<file path="src/rtl/output_argmax.sv">
// Sequential argmax over a registered vector of NUM_N signed neuron values, one element per cycle.
// Define ARGMAX_MAX_OUT_EN to add the out_max port carrying the winning value.
module output_argmax #(
  parameter int unsigned NUM_N = 10,
  parameter int unsigned WIDTH = 32,
  parameter int unsigned IDX_W = 4
) (
  input  logic                   clock,
  input  logic                   reset,
  input  logic                   in_valid,
  output logic                   in_ready,
  input  logic [WIDTH*NUM_N-1:0] in_neurons,
  output logic                   out_valid,
  input  logic                   out_ready,
`ifdef ARGMAX_MAX_OUT_EN
  output logic [WIDTH-1:0]       out_max,
`endif
  output logic [IDX_W-1:0]       out_index
);

  localparam logic [IDX_W-1:0] LastIdx = IDX_W'(NUM_N - 1);

  typedef enum logic [1:0] {
    StIdle,
    StScan,
    StHold
  } state_e;

  state_e                          state_q, state_d;
  logic [NUM_N-1:0][WIDTH-1:0]     vec_q, vec_d;
  logic signed [WIDTH-1:0]         best_val_q, best_val_d;
  logic [IDX_W-1:0]                best_idx_q, best_idx_d;
  logic [IDX_W-1:0]                ptr_q, ptr_d;
  logic                            out_valid_q, out_valid_d;
  logic [IDX_W-1:0]                out_index_q, out_index_d;
  logic signed [WIDTH-1:0]         elem;
  logic                            greater;
`ifdef ARGMAX_MAX_OUT_EN
  logic [WIDTH-1:0]                out_max_q, out_max_d;
`endif

  assign elem    = vec_q[ptr_q];
  // Strictly greater only, so ties keep the earlier (lower) index.
  assign greater = elem > best_val_q;

  always_comb begin
    state_d     = state_q;
    vec_d       = vec_q;
    best_val_d  = best_val_q;
    best_idx_d  = best_idx_q;
    ptr_d       = ptr_q;
    out_valid_d = out_valid_q;
    out_index_d = out_index_q;
`ifdef ARGMAX_MAX_OUT_EN
    out_max_d   = out_max_q;
`endif
    case (state_q)
      StIdle: begin
        if (in_valid) begin
          vec_d      = in_neurons;
          best_val_d = in_neurons[WIDTH-1:0];
          best_idx_d = '0;
          ptr_d      = IDX_W'(1);
          state_d    = StScan;
        end
      end
      StScan: begin
        if (greater) begin
          best_val_d = elem;
          best_idx_d = ptr_q;
        end
        ptr_d = ptr_q + IDX_W'(1);
        if (ptr_q == LastIdx) begin
          state_d     = StHold;
          out_valid_d = 1'b1;
          out_index_d = best_idx_d;
`ifdef ARGMAX_MAX_OUT_EN
          out_max_d   = best_val_d;
`endif
        end
      end
      StHold: begin
        if (out_ready) begin
          out_valid_d = 1'b0;
          state_d     = StIdle;
        end
      end
      default: state_d = StIdle;
    endcase
  end

  always_ff @(posedge clock or negedge reset) begin
    if (!reset) begin
      state_q     <= StIdle;
      vec_q       <= '0;
      best_val_q  <= '0;
      best_idx_q  <= '0;
      ptr_q       <= '0;
      out_valid_q <= 1'b0;
      out_index_q <= '0;
    end else begin
      state_q     <= state_d;
      vec_q       <= vec_d;
      best_val_q  <= best_val_d;
      best_idx_q  <= best_idx_d;
      ptr_q       <= ptr_d;
      out_valid_q <= out_valid_d;
      out_index_q <= out_index_d;
    end
  end

`ifdef ARGMAX_MAX_OUT_EN
  always_ff @(posedge clock or negedge reset) begin
    if (!reset) begin
      out_max_q <= '0;
    end else begin
      out_max_q <= out_max_d;
    end
  end

  assign out_max = out_max_q;
`endif

  assign in_ready  = (state_q == StIdle);
  assign out_valid = out_valid_q;
  assign out_index = out_index_q;

endmodule
</file>
<file path="config.mk">
export PLATFORM = sky130hd
export DESIGN_NAME = output_argmax
export DESIGN_NICKNAME = d
export VERILOG_FILES = /design/src/rtl/output_argmax.sv
export SDC_FILE = /design/constraint.sdc
export NUM_CORES = 1
export LEC_CHECK = 0
export BUFFER_PORTS_ARGS = -buffer_cell sky130_fd_sc_hd__buf_2
export CORE_ASPECT_RATIO = 1.5
export CORE_MARGIN = 2
export CORE_UTILIZATION = 56
export DETAILED_ROUTE_END_ITERATION = 8
export GPL_ROUTABILITY_DRIVEN = 0
export PLACE_DENSITY = 0.9
export SLEW_MARGIN = 25
export SYNTH_ARGS = -nofsm -noshare
export SYNTH_HDL_FRONTEND = slang
export SYNTH_SLANG_ARGS = --single-unit
</file>
<file path="constraint.sdc">
create_clock -name clock -period 4.4 [get_ports clock]
set_input_delay 0.22 -clock clock [delete_from_list [all_inputs] [get_ports clock]]
set_output_delay 0.22 -clock clock [all_outputs]
set_load 0.05 [all_outputs]
</file>
==> results of run 1 <==
[repair_timing]
action / in CTS
hold buffers: 292
endpoints found under the hold margin: 399
gates resized for setup: 0
[routing by layer]
metal	overflow	global-route usage
met5	0	0.01818
met4	2	0.3584
met3	0	0.1478
met2	0	0.6926
met1	0	0.5063
[metrics by stage]
| step | util | instance area [µm²] | setup WS (ns) |
|---|---|---|---|
| 2_1_floorplan | - | 17470 | 0.5944 |
| 3_3_place_gp | 0.6303 | 19440 | 0.2866 |
| 3_5_place_dp | 0.6303 | 19440 | 0.1351 |
| 4_1_cts | 0.7611 | 23470 | 0.1179 |
[cell families after synthesis]
family,count (synthesis),synth area share
simple gates,1000,0.2217
flops,367,0.5258
mux,163,0.1418
buf+inv,155,0.03754
compound gates,131,0.04778
fa+ha+maj,34,0.02436
xor+xnor,2,0.001003
==> flow_summary.ini, run 1 <==
[global_route]
grt_pass1_vias = 19510
gr-total-overflow = 2
grt_pass1_wl_um = 108000
grt_max_degree = 213
grt_use_total = 0.4468

[placed_design]
placedCellCount = 2495
io_buffers = 329
dp_hpwl_um = 33670

[synthesis]
async_flop_share = 1.000
ys_top_cells_by_area = dfrtp_1 (53%), nand2_1 (20%), mux4_2 (8.3%), mux2i_1 (3.8%), ha_1 (2.4%)
synth_cell_types = 49
yosysSeqAreaShare = 0.5258
avgSynthCellArea_um2 = 9.431
synth_flop_cell = dfrtp_1
synth_top_area_frac = 0.5258
synth.top_cells.by_count = nand2_1 (951), dfrtp_1 (367), clkbuf_1 (95)
syn_inst = 1852
synth_seq_cells = 367
yosysTopAreaCell = dfrtp_1
synth_area_mm2 = 0.01747
synth.most_common_cell = nand2_1
ys_warn_count = 0
synth-edff-count = 0
synth_nets = 2210

[floorplan]
fp.dieH_um = 220.3
rows = 79
start_util = 0.5664
io_pins = 330
die_w_um = 148.2

[clock_tree]
clock_sinks = 367
ctsLongestPathBuffers = 3
htree_levels = 2
cts_buffers = 35
root_buffer = clkbuf_16
cts_setup_buffers = 0

[status]
error = [ERROR GRT-0116] Global routing finished with congestion. Check the congestion regions in the DRC Viewer.
stop_stage = global routing (5_1_grt)
status = aborted with a tool error
==> run 2, diff against run 1 <==
--- a/config.mk
+++ b/config.mk
@@ -6,12 +6,11 @@
 export NUM_CORES = 1
 export LEC_CHECK = 0
 export BUFFER_PORTS_ARGS = -buffer_cell sky130_fd_sc_hd__buf_2
-export CORE_ASPECT_RATIO = 1.5
 export CORE_MARGIN = 2
-export CORE_UTILIZATION = 56
+export CORE_UTILIZATION = 40
 export DETAILED_ROUTE_END_ITERATION = 8
 export GPL_ROUTABILITY_DRIVEN = 0
-export PLACE_DENSITY = 0.9
+export PLACE_DENSITY_LB_ADDON = 0.15
 export SLEW_MARGIN = 25
 export SYNTH_ARGS = -nofsm -noshare
 export SYNTH_HDL_FRONTEND = slang
==> flow_summary.ini, run 2 <==
[final_layout]
multi_input_area_mm2 = 0.007654
largest_reg_flops = 320
fillCellCount = 3835
final_common_cell = nand2_1
largest-register = vec_q
layout.cells.non_filler = 3052
area_delta_synth_final_pct = 37.97
drive_gt1_frac = 0.2170
nets = 2795
top_regs = vec_q: 320 flops, best_val_q: 32 flops
layout_common_cells = nand2_1 (950), dfrtp_1 (364), buf_2 (328)
seqCellArea_mm2 = 0.009193

[sta]
fin_crit_sh = 0.9480
clock_skew_ns = 0.02519
maxSlewHeadroom = 0.4147
final.setup.tns_ns = 0
finalHoldViolCount = 0
setup_viol_count_final = 0
tightest_slew_ns = 0.8758
max_freq_ghz = 0.2397
rsz0062_at_grt = no
maxSlewViolCount = 0
period_needed_ns = 4.171

[clock_tree]
clk_latency_ns = 0.58
cts_tree = done
ctsLongestPathBuffers = 3
root_buffer = clkbuf_16
htree_levels = 2
cts_buffers = 42
clock_sinks = 367
clk_pin_slew_ns = 0.06

[pwr]
power.internal_mw = 10.74
p_leak_nw = 12.45
p_sw_mw = 7.024
powerDensity_mw_per_mm2 = 737.2
vdd_drop_max_mv = 0.4264
power.share.switching = 0.3953
p_seq_frac = 0.335
clock_power_share = 0.195
comb_power_share = 0.470

[drt]
drtIter0Drc = 1104
drc_errors = 0
antenna_left = 0
m1WireLength_um = 26370
drt_pass1_iterations = 5
wl_met3_um = 3592
num_vias = 15120
route.met2.wl_um = 24250
drt-total-wl_um = 55880
dr.max_layer_used = met4
routed_via_density = 4.954
wl_per_cell_um = 18.31

[synthesis]
ys_warn_count = 0
synth_flop_cell = dfrtp_1
yosysTopAreaCell = dfrtp_1
synth_seq_cells = 367
synth_area_mm2 = 0.01747
synth.top_cells.by_count = nand2_1 (951), dfrtp_1 (367), clkbuf_1 (95)
synth_nets = 2210
syn_inst = 1852
ys_top_cells_by_area = dfrtp_1 (53%), nand2_1 (20%), mux4_2 (8.3%), mux2i_1 (3.8%), ha_1 (2.4%)
synth.most_common_cell = nand2_1
synth_cell_types = 49
async_flop_share = 1.000
avgSynthCellArea_um2 = 9.431
yosysSeqAreaShare = 0.5258
synth-edff-count = 0
synth_top_area_frac = 0.5258

[setup_path]
crit_type = reg -> reg
arrival_ns = 4.65
path_max_fanout = 32
worstPathRequired_ns = 4.88
critPathLaunchType = flop
end_kind = flop

[global_route]
grt_pass1_vias = 15540
grt_use_total = 0.2475
gr-total-overflow = 0
antenna_found_initial = 1
grt_max_degree = 175
grt_pass1_wl_um = 86260

[flow_run]
drv_cap = 0

[status]
status = completed

[hold_path]
hold_class = in -> reg

[floorplan]
core-area_mm2 = 0.04308
die_w_um = 213.0
rows = 76
io_pins = 330
fp.dieH_um = 213.0
dieArea_mm2 = 0.04535
start_util = 0.4055

[placed_design]
io_buffers = 329
dp_hpwl_um = 36390
placedCellCount = 2675
-- run 2: cell counts after synthesis --
Identical to the previous run, type by type.
-- run 2: layer usage --
metal  up-vias  global-route usage
li1       7206                   -
met1      7364              0.3610
met5         -                   0
met3        88             0.05015
met4         0             0.08777
met2       463              0.3665
-- run 2: power groups by stage --
| stage | Combinational, mW | Clock, mW | Sequential [mW] |
|---|---|---|---|
| global route | 9.28 | 3.68 | 6.13 |
| floorplan | 6.12 | 0 | 5.65 |
| CTS | 8.31 | 3.55 | 5.97 |
| detailed placement | 8.02 | 0 | 6.01 |
| finish | 8.35 | 3.46 | 5.96 |
| global placement | 7.91 | 0 | 5.96 |
-- run 2: final cells by class --
type | instances | area share
diodes | 1 | 0.0001038
flip-flops and latches | 367 | 0.3814
well taps | 585 | 0.03037
multi-input cells | 1330 | 0.3176
repair buffers | 659 | 0.2086
clock inverters | 10 | 0.005088
clock buffers | 63 | 0.05104
inverters | 37 | 0.005763
-- run 2: path summary, 6_finish.rpt --
check	start	to	slack, ns	cells past startpoint
max in group asynchronous	reset	ptr_q[2]	2.95	3
setup / recovery	ptr_q[0]	best_val_q[25]	0.23	12
setup reg to reg	ptr_q[0]	best_val_q[25]	0.23	12
min in group asynchronous	reset	vec_q[262]	0.26	2
hold reg to reg	vec_q[243]	vec_q[243]	0.47	2
hold / removal	in_neurons[5]	vec_q[5]	0.02	3
-- run 2: worst max-delay path, cell delays in order (launching register included) --
cell and delay (ns):
dfrtp_4 0.52, buf_12 0.28, mux4_2 0.54, a221oi_1 0.31
a21oi_1 0.11, ha_1 0.41, nand4_2 0.18, or4_4 0.55
nand4b_4 0.20, nand4_1 0.12, o311a_2 0.28, buf_4 0.32
mux2i_1 0.25
-- run 2: what timing repair did --
action                                 4_1_cts  5_1_grt
setup endpoints to repair                    0        8
resized for setup                            0        0
endpoints found under the hold margin      391        0
hold buffers                               302        0
buffers inserted                             0        1
-- run 2: kinds of logic after synthesis --
| logic type | share of synthesized area |
|---|---|
| fa+ha+maj | 0.02436 |
| flops | 0.5258 |
| mux | 0.1418 |
| simple gates | 0.2217 |
| compound gates | 0.04778 |
| buf+inv | 0.03754 |
| xor+xnor | 0.001003 |
-- run 2: metrics by stage --
stage | instance area, µm² | total power [mW] | hold WS (ns) | utilization | worst slack (ns)
2_1_floorplan | 17470 | 11.77 | -0.07559 | - | 0.5944
3_5_place_dp | 19700 | 14.03 | 0.2855 | 0.4574 | 0.2068
6_report | 24100 | 17.77 | 0.02277 | 0.5595 | 0.2287
3_3_place_gp | 19700 | 13.87 | 0.2863 | 0.4574 | 0.2720
5_1_grt | 24100 | 19.09 | 0.02314 | 0.5595 | 0.03686
4_1_cts | 24080 | 17.82 | 0.005263 | 0.5589 | 0.1607
Note: power is estimated with default switching activity, not from simulation.
